**src/rtl/uart_pkg.sv**
```systemverilog
// rtl/uart_pkg.sv - shared UART encodings: parity modes, Rx states, error flag bits
package uart_pkg;

    localparam logic [1:0] ODD        = 2'b01;
    localparam logic [1:0] EVEN       = 2'b10;
    localparam logic [1:0] NOPARITY00 = 2'b00;
    localparam logic [1:0] NOPARITY11 = 2'b11;

    typedef enum logic [2:0] {
        IDLE,
        START,
        DATA,
        PARITY,
        STOP,
        CHECK
    } rx_state_t;

    localparam int PAR_ERR   = 0;
    localparam int START_ERR = 1;
    localparam int STOP_ERR  = 2;

    function automatic logic parity_enabled(input logic [1:0] mode);
        return (mode == ODD) || (mode == EVEN);
    endfunction

endpackage

```
**src/rtl/uart_rx_sync.sv**
```systemverilog
// rtl/uart_rx_sync.sv - two-flop synchroniser for the idle-high serial line
module uart_rx_sync (
    input  logic clock,
    input  logic reset_n,
    input  logic d,
    output logic q
);

    logic meta;

    // Resolve metastability over two stages; reset to the idle (high) level
    always_ff @(posedge clock) begin
        if (!reset_n) begin
            meta <= 1'b1;
            q    <= 1'b1;
        end else begin
            meta <= d;
            q    <= meta;
        end
    end

endmodule

```
**src/rtl/uart_rx_frame_ctrl.sv**
```systemverilog
// rtl/uart_rx_frame_ctrl.sv - UART Rx frame sequencer with checker hand-off and consumer handshake
module uart_rx_frame_ctrl
    import uart_pkg::*;
#(
    parameter int DATA_BITS  = 8,
    parameter int OVERSAMPLE = 16
) (
    input  logic       clock,
    input  logic       reset_n,
    input  logic       baud_tick,
    input  logic       rx_serial,
    input  logic [1:0] parity_type,
    input  logic [2:0] error_flag,
    input  logic       data_ack,
    output logic [7:0] raw_data,
    output logic       start_bit,
    output logic       stop_bit,
    output logic       parity_bit,
    output logic [7:0] rx_data,
    output logic [2:0] rx_error,
    output logic       rx_valid,
    output logic       overrun,
    output logic       busy
);

    localparam int TW = $clog2(OVERSAMPLE);
    localparam int BW = $clog2(DATA_BITS + 1);
    localparam logic [TW-1:0] TICK_MID  = TW'(OVERSAMPLE / 2 - 1);
    localparam logic [TW-1:0] TICK_LAST = TW'(OVERSAMPLE - 1);
    localparam logic [BW-1:0] BIT_LAST  = BW'(DATA_BITS - 1);

    rx_state_t         state;
    logic [TW-1:0]     tick_cnt;
    logic [BW-1:0]     bit_cnt;
    logic [1:0]        par_mode;
    logic              rxs;

    // New bits enter at the top of the data field so the first bit lands at bit 0
    function automatic logic [7:0] shift_in(input logic [7:0] cur, input logic b);
        logic [7:0] r;
        r = cur >> 1;
        r[DATA_BITS-1] = b;
        return r;
    endfunction

    uart_rx_sync u_sync (
        .clock   (clock),
        .reset_n (reset_n),
        .d       (rx_serial),
        .q       (rxs)
    );

    assign busy = (state != IDLE);

    // Frame sequencer: mid-bit sampling, field capture and delivery to the consumer
    always_ff @(posedge clock) begin
        if (!reset_n) begin
            state      <= IDLE;
            tick_cnt   <= '0;
            bit_cnt    <= '0;
            par_mode   <= NOPARITY00;
            raw_data   <= 8'h00;
            start_bit  <= 1'b0;
            stop_bit   <= 1'b1;
            parity_bit <= 1'b1;
            rx_data    <= 8'h00;
            rx_error   <= 3'b000;
            rx_valid   <= 1'b0;
            overrun    <= 1'b0;
        end else begin
            if (rx_valid && data_ack) begin
                rx_valid <= 1'b0;
            end

            case (state)
                IDLE: begin
                    if (baud_tick && !rxs) begin
                        state    <= START;
                        tick_cnt <= '0;
                        par_mode <= parity_type;
                    end
                end

                START: begin
                    if (baud_tick) begin
                        if (tick_cnt == TICK_MID) begin
                            tick_cnt <= '0;
                            if (rxs) begin
                                state <= IDLE;
                            end else begin
                                start_bit <= 1'b0;
                                bit_cnt   <= '0;
                                state     <= DATA;
                            end
                        end else begin
                            tick_cnt <= tick_cnt + TW'(1);
                        end
                    end
                end

                DATA: begin
                    if (baud_tick) begin
                        if (tick_cnt == TICK_LAST) begin
                            tick_cnt <= '0;
                            raw_data <= shift_in(raw_data, rxs);
                            bit_cnt  <= bit_cnt + BW'(1);
                            if (bit_cnt == BIT_LAST) begin
                                if (parity_enabled(par_mode)) begin
                                    state <= PARITY;
                                end else begin
                                    parity_bit <= 1'b1;
                                    state      <= STOP;
                                end
                            end
                        end else begin
                            tick_cnt <= tick_cnt + TW'(1);
                        end
                    end
                end

                PARITY: begin
                    if (baud_tick) begin
                        if (tick_cnt == TICK_LAST) begin
                            tick_cnt   <= '0;
                            parity_bit <= rxs;
                            state      <= STOP;
                        end else begin
                            tick_cnt <= tick_cnt + TW'(1);
                        end
                    end
                end

                STOP: begin
                    if (baud_tick) begin
                        if (tick_cnt == TICK_LAST) begin
                            tick_cnt <= '0;
                            stop_bit <= rxs;
                            state    <= CHECK;
                        end else begin
                            tick_cnt <= tick_cnt + TW'(1);
                        end
                    end
                end

                CHECK: begin
                    state    <= IDLE;
                    tick_cnt <= '0;
                    if (rx_valid && !data_ack) begin
                        overrun <= 1'b1;
                    end else begin
                        rx_valid <= 1'b1;
                        rx_data  <= raw_data;
                        rx_error <= error_flag;
                    end
                end

                default: begin
                    state    <= IDLE;
                    tick_cnt <= '0;
                end
            endcase
        end
    end

endmodule

```
**config.mk**
```make
export PLATFORM = sky130hd
export DESIGN_NAME = uart_rx_frame_ctrl
export DESIGN_NICKNAME = d
export VERILOG_FILES = /design/src/rtl/uart_pkg.sv /design/src/rtl/uart_rx_sync.sv /design/src/rtl/uart_rx_frame_ctrl.sv
export SDC_FILE = /design/constraint.sdc
export NUM_CORES = 1
export LEC_CHECK = 0
export CAP_MARGIN = 20
export CORE_ASPECT_RATIO = 2
export CORE_MARGIN = 3
export CORE_UTILIZATION = 50
export CTS_CLUSTER_SIZE = 16
export DETAILED_ROUTE_END_ITERATION = 8
export PLACE_DENSITY = 0.85
export SKIP_LAST_GASP = 1
export SYNTH_ARGS = -nofsm -noshare
export SYNTH_HDL_FRONTEND = slang
export SYNTH_SLANG_ARGS = --single-unit
```
**constraint.sdc**
```tcl
create_clock -name clock -period 2.2 [get_ports clock]
set_clock_uncertainty 0.15 [all_clocks]
set_input_delay 0.44 -clock clock [delete_from_list [all_inputs] [get_ports clock]]
set_output_delay 0.44 -clock clock [all_outputs]
set_load 0.02 [all_outputs]
```
==> reports/metrics.csv, run 1 <==
metric,value,unit
final.fill_count,266,
drcViolationCount,0,
crit_arrival,1540,ps
portBuffers,33,
gp_congestion,0.894,
drt-vias-per-instance,5.56,
initialDrtViolationCount,45,
path_max_fanout,3,
hold_path.startpoint,u_sync.meta$_SDFF_PN1_,
holdCritPathClass,reg2reg,
ys_warn_count,0,
cts_hold_buffers,0,
setup.worst_path.start,state[0]$_SDFFE_PN0P_,
cts_buffer_depth,2,
grt_max_degree,32,
peakVddDrop,0.515,mV
numCtsBuffers,5,
clkSinkCount,38,
diodes,0,
fin_area,2200,µm²
coreArea,3230,µm²
max_slew_margin,0.601,
max_freq,471,MHz
h-tree-depth,2,
cts_root_buf,clkbuf_8,
end_kind,output port,
dieArea,4180,µm²
post-route-period-util,0.966,
routedWlPerCell,13.2,µm
synth_edf_count,0,
synth_flop_cell,dfxtp_1,
firstDrtPassIters,5,
grt_first_pass_wirelength,5730,µm
r2r-start,tick_cnt[0]$_SDFFE_PN0P_,
synth_area,1700,µm²
synthTopCellsByArea,"dfxtp_1 (45%), mux2i_1 (9.4%), nand2_1 (7.7%), a21oi_1 (5.6%), nor2_1 (5.1%)",
cts_tree,built,
syn_inst,196,
finalHoldViolations,0,
ant_nets,0,
fp.dieW,47.3,µm
regArea,761,µm²
rsz0062_at_grt,no,
synth_commonest_cells,"dfxtp_1 (38), nand2_1 (35), nor2_1 (23)",
maxCapViolCount,0,
worst_pin_slew,584,ps
drt-total-wl,3550,µm
synth-seq-area-share,0.447,
slew_violations,0,
gr-total-overflow,0,
synthArstFlopShare,0,
clk_pin_slew_worst_paths,70,ps
grt_pass1_vias,1403,
synth_seq_cells,38,
syn_nets,208,
syn_to_final_growth,29.3,%
fin_nets,248,
yosysMostFrequentCell,dfxtp_1,
drive_gt1_frac,0.114,
status,"complete, no violations",
fp-row-count,29,
multi_input_area,861,µm²
antenna_found_initial,0,
track_usage,0.185,
vias,1491,
die_h,88.5,µm
p_leak,0.801,nW
synth_area_per_cell,8.69,µm²
cp_data_required_time,1610,ps
yosysTopAreaCell,dfxtp_1,
fin_setup_tns,0,ps
place_area,2090,µm²
min_period,2130,ps
synth_top_area_share,0.447,
start_util,0.527,
setup_viol,0,
p_per_area,602,nW/µm²
ioPinCount,35,
p_total,0.00133,W
clk_latency,290,ps
dp_hpwl,2620,µm
ys_types,45,
path_class,reg2out,
start_kind,register,
-- path summary, 6_finish.rpt --
kind / cells after the start / slack (ps) / to
worst min-delay path: 1 / 270 / u_sync.q$_SDFF_PN1_
worst max-delay path: 3 / 70 / busy
worst max register to register: 5 / 280 / state[1]$_SDFFE_PN0P_
worst min register to register: 1 / 270 / u_sync.q$_SDFF_PN1_
-- logic make-up after synthesis --
family          count (synthesis)  synth area share
compound gates                 34             0.123
xor+xnor                        2            0.0103
fa+ha+maj                       2            0.0147
buf+inv                        14            0.0514
flops                          38             0.447
mux                            16            0.0940
other cells                     1           0.00220
simple gates                   89             0.257
-- layer usage --
layer | share of wire | global-route usage | wire length (µm)
met1 | 0.37 | 0.169 | 1300
met2 | 0.57 | 0.352 | 2010
met3 | 0.038 | 0.0326 | 134
met4 | 0.030 | 0.0957 | 105
met5 | 0 | 0 | 0
-- power breakdown --
group	switching, W	internal, W	total [W]
registers	0.00000369	0.000691	0.000694
logic	0.0000318	0.0000297	0.0000616
clock network	0.000237	0.000333	0.000570
-- through the flow --
| step | setup WS [ps] | instances | utilization | hold WS (ps) |
|---|---|---|---|---|
| 2_1_floorplan | 526 | 196 | - | 236 |
| 3_3_place_gp | 38.7 | 260 | 0.646 | 240 |
| 3_5_place_dp | -107 | 260 | 0.646 | 249 |
| 4_1_cts | 32.6 | 268 | 0.680 | 267 |
| 5_1_grt | 21.8 | 268 | 0.682 | 295 |
| 6_report | 74.9 | 268 | 0.682 | 265 |
-- flip-flops by register name, summed over array words and instances (netlist names) --
| signal | count |
|---|---|
| tick_cnt | 4 |
| bit_cnt | 4 |
| overrun | 1 |
| u_sync.meta | 1 |
| rx_error | 3 |
| rx_valid | 1 |
| u_sync.q | 1 |
| raw_data | 8 |
| stop_bit | 1 |
| rx_data | 8 |
| par_mode | 2 |
| parity_bit | 1 |
| state | 3 |
-- final cells by class --
| type | instances | share of cell area |
|---|---|---|
| tap | 31 | 0.0176 |
| multi-input combinational | 144 | 0.391 |
| clock inverter | 3 | 0.0182 |
| inverter | 4 | 0.00682 |
| sequential | 38 | 0.345 |
| clock buffer | 5 | 0.0313 |
| timing repair buffer | 43 | 0.190 |
-- critical path, cell delays in order (launching register included) --
cell,delay [ps]
dfxtp_1,350
nor3_4,260
inv_1,100
clkdlybuf4s50_1,540
-- repair_timing --
action,CTS,global route
buffers inserted,0,0
gates resized for setup,0,1
endpoints found under the setup margin,0,1
-- layout by cell type, fill, tap and decap left out, types with 2 or more instances in the layout --
master and instances:
a2111oi_0 2, o21ai_1 2, a31oi_1 2, ha_1 2
nand3_1 6, or3_1 2, or2_1 2, o21ai_0 2
nor2_1 23, a21oi_1 19, nand2_1 35, xnor2_1 2
buf_4 9, clkinv_2 2, inv_1 3, nand2b_1 4
clkdlybuf4s50_1 33, clkbuf_8 5, nor3_1 2, mux2i_1 16
dfxtp_1 38
No activity file was read; power rests on OpenSTA's default activity.
==> run 2: changes to the inputs <==
Settings changed: CORE_UTILIZATION 50 to 45, PLACE_DENSITY 0.85 to 0.81, TNS_END_PERCENT set to 10.
Clock period 2.2 ns to 1.8 ns, I/O delays scaled along.
==> run 2 against run 1 <==
The run now ends with setup timing left. Non-clock buffer count increased by 8. Power up 35%. Routed wire length increased by 7.3%. Critical endpoint is now raw_data[2]. Core utilization is 4.5 points lower. Count of clock-buffer cells in the layout did not move. Worst hold slack about the same. Sequential power rose by 22%. Combinational power up 33%. Sequential cell count unchanged. Clock power is 51% higher.
==> reports/metrics.csv, run 2 (synthesized netlist as in run 1, its figures left out) <==
metric,value,unit
status,"finished, violations left",
violations,setup timing,
drcViolationCount,0,
grt_max_degree,21,
p_total,0.00179,W
peakVddDrop,0.681,mV
clk_latency,290,ps
final.fill_count,334,
grt_first_pass_wirelength,6580,µm
dp_hpwl,2880,µm
r2r-start,state[0]$_SDFFE_PN0P_,
gr-total-overflow,0,
regArea,764,µm²
ant_nets,0,
max_stage_delay,630,ps
setup_viol,1,
post-place-ws,-305,ps
holdWs,265,ps
syn_to_final_growth,36.4,%
cts_buffer_depth,2,
crit_arrival,1300,ps
cp_data_required_time,1290,ps
drt-total-wl,3810,µm
h-tree-depth,2,
rsz0062_at_grt,yes,
coreArea,3650,µm²
end_kind,output port,
drive_gt1_frac,0.163,
track_usage,0.184,
crit_buf_inv,1,
ioPinCount,35,
grt_pass1_vias,1469,
slew_violations,0,
diodes,0,
fin_setup_tns,-13.6,ps
start_kind,register,
layout_common_cells,"nand2_1 (35), dfxtp_1 (35), clkdlybuf4s50_1 (29)",
crit_family,buffers and inverters,
cts_root_buf,clkbuf_8,
maxCapViolCount,0,
fp.dieW,49.5,µm
post-route-period-util,1.01,
fin_nets,256,
vias,1539,
max_freq,551,MHz
path_max_fanout,4,
multi_input_area,863,µm²
hold_path.startpoint,u_sync.meta$_SDFF_PN1_,
cts_tree,built,
cts_hold_buffers,0,
gp_congestion,0.881,
setup.worst_path.start,raw_data[2]$_SDFFE_PN0P_,
place_area,2170,µm²
portBuffers,33,
initialDrtViolationCount,39,
fin_area,2320,µm²
dieArea,4600,µm²
path_class,reg2out,
path_cells,clkdlybuf4s50_1,
p_per_area,770,nW/µm²
clk_pin_slew_worst_paths,70,ps
finalHoldViolations,0,
cp_slowest_cell,clkdlybuf4s50_1,
start_util,0.467,
numCtsBuffers,5,
fp-row-count,31,
clkSinkCount,38,
antenna_found_initial,0,
p_leak,0.879,nW
die_h,93.0,µm
setup_ws,-13.6,ps
routedWlPerCell,12.9,µm
largestRegisters,"raw_data (8), rx_data (8)",
postCtsSetupBuffers,0,
drt-vias-per-instance,5.23,
min_period,1810,ps
firstDrtPassIters,4,
holdCritPathClass,reg2reg,
run 2: what timing repair did:
action	4_1_cts	5_1_grt
endpoints found under the hold margin	0	0
endpoints found under the setup margin	8	23
gates resized for setup	3	8
pin swaps	0	1
run 2: worst paths after layout:
path,endpoint,slack (ps),depth (start not counted)
min reg2reg,u_sync.q$_SDFF_PN1_,270,1
max reg2reg,tick_cnt[3]$_SDFFE_PN0P_,30,6
max,raw_data[2],-10,1
min,u_sync.q$_SDFF_PN1_,270,1
run 2: final cells by class:
type | count | area share
repair buffers | 51 | 0.207
clock inverters | 3 | 0.0296
well taps | 49 | 0.0264
clock buffers | 5 | 0.0296
flip-flops and latches | 38 | 0.329
inverters | 4 | 0.00646
multi-input cells | 144 | 0.372
run 2: layer usage:
metal,GRT usage,vias to the layer above,part of all wire
li1,-,765,-
met1,0.174,731,0.36
met2,0.360,36,0.59
met3,0.0367,7,0.034
met4,0.0947,0,0.024
met5,0,-,0
run 2: per-stage QoR:
stage                     instances  utilization
final                           294        0.637
after global routing            294        0.637
after CTS                       294        0.632
after detailed placement        286        0.595
after global placement          286        0.595
after floorplan                 196            -
run 2: power by group:
| group | leakage (nW) | total, W | switching [W] | internal (W) |
|---|---|---|---|---|
| clock network | 0.0683 | 0.000860 | 0.000305 | 0.000555 |
| registers | 0.308 | 0.000848 | 0.00000432 | 0.000844 |
| logic | 0.503 | 0.0000821 | 0.0000406 | 0.0000415 |
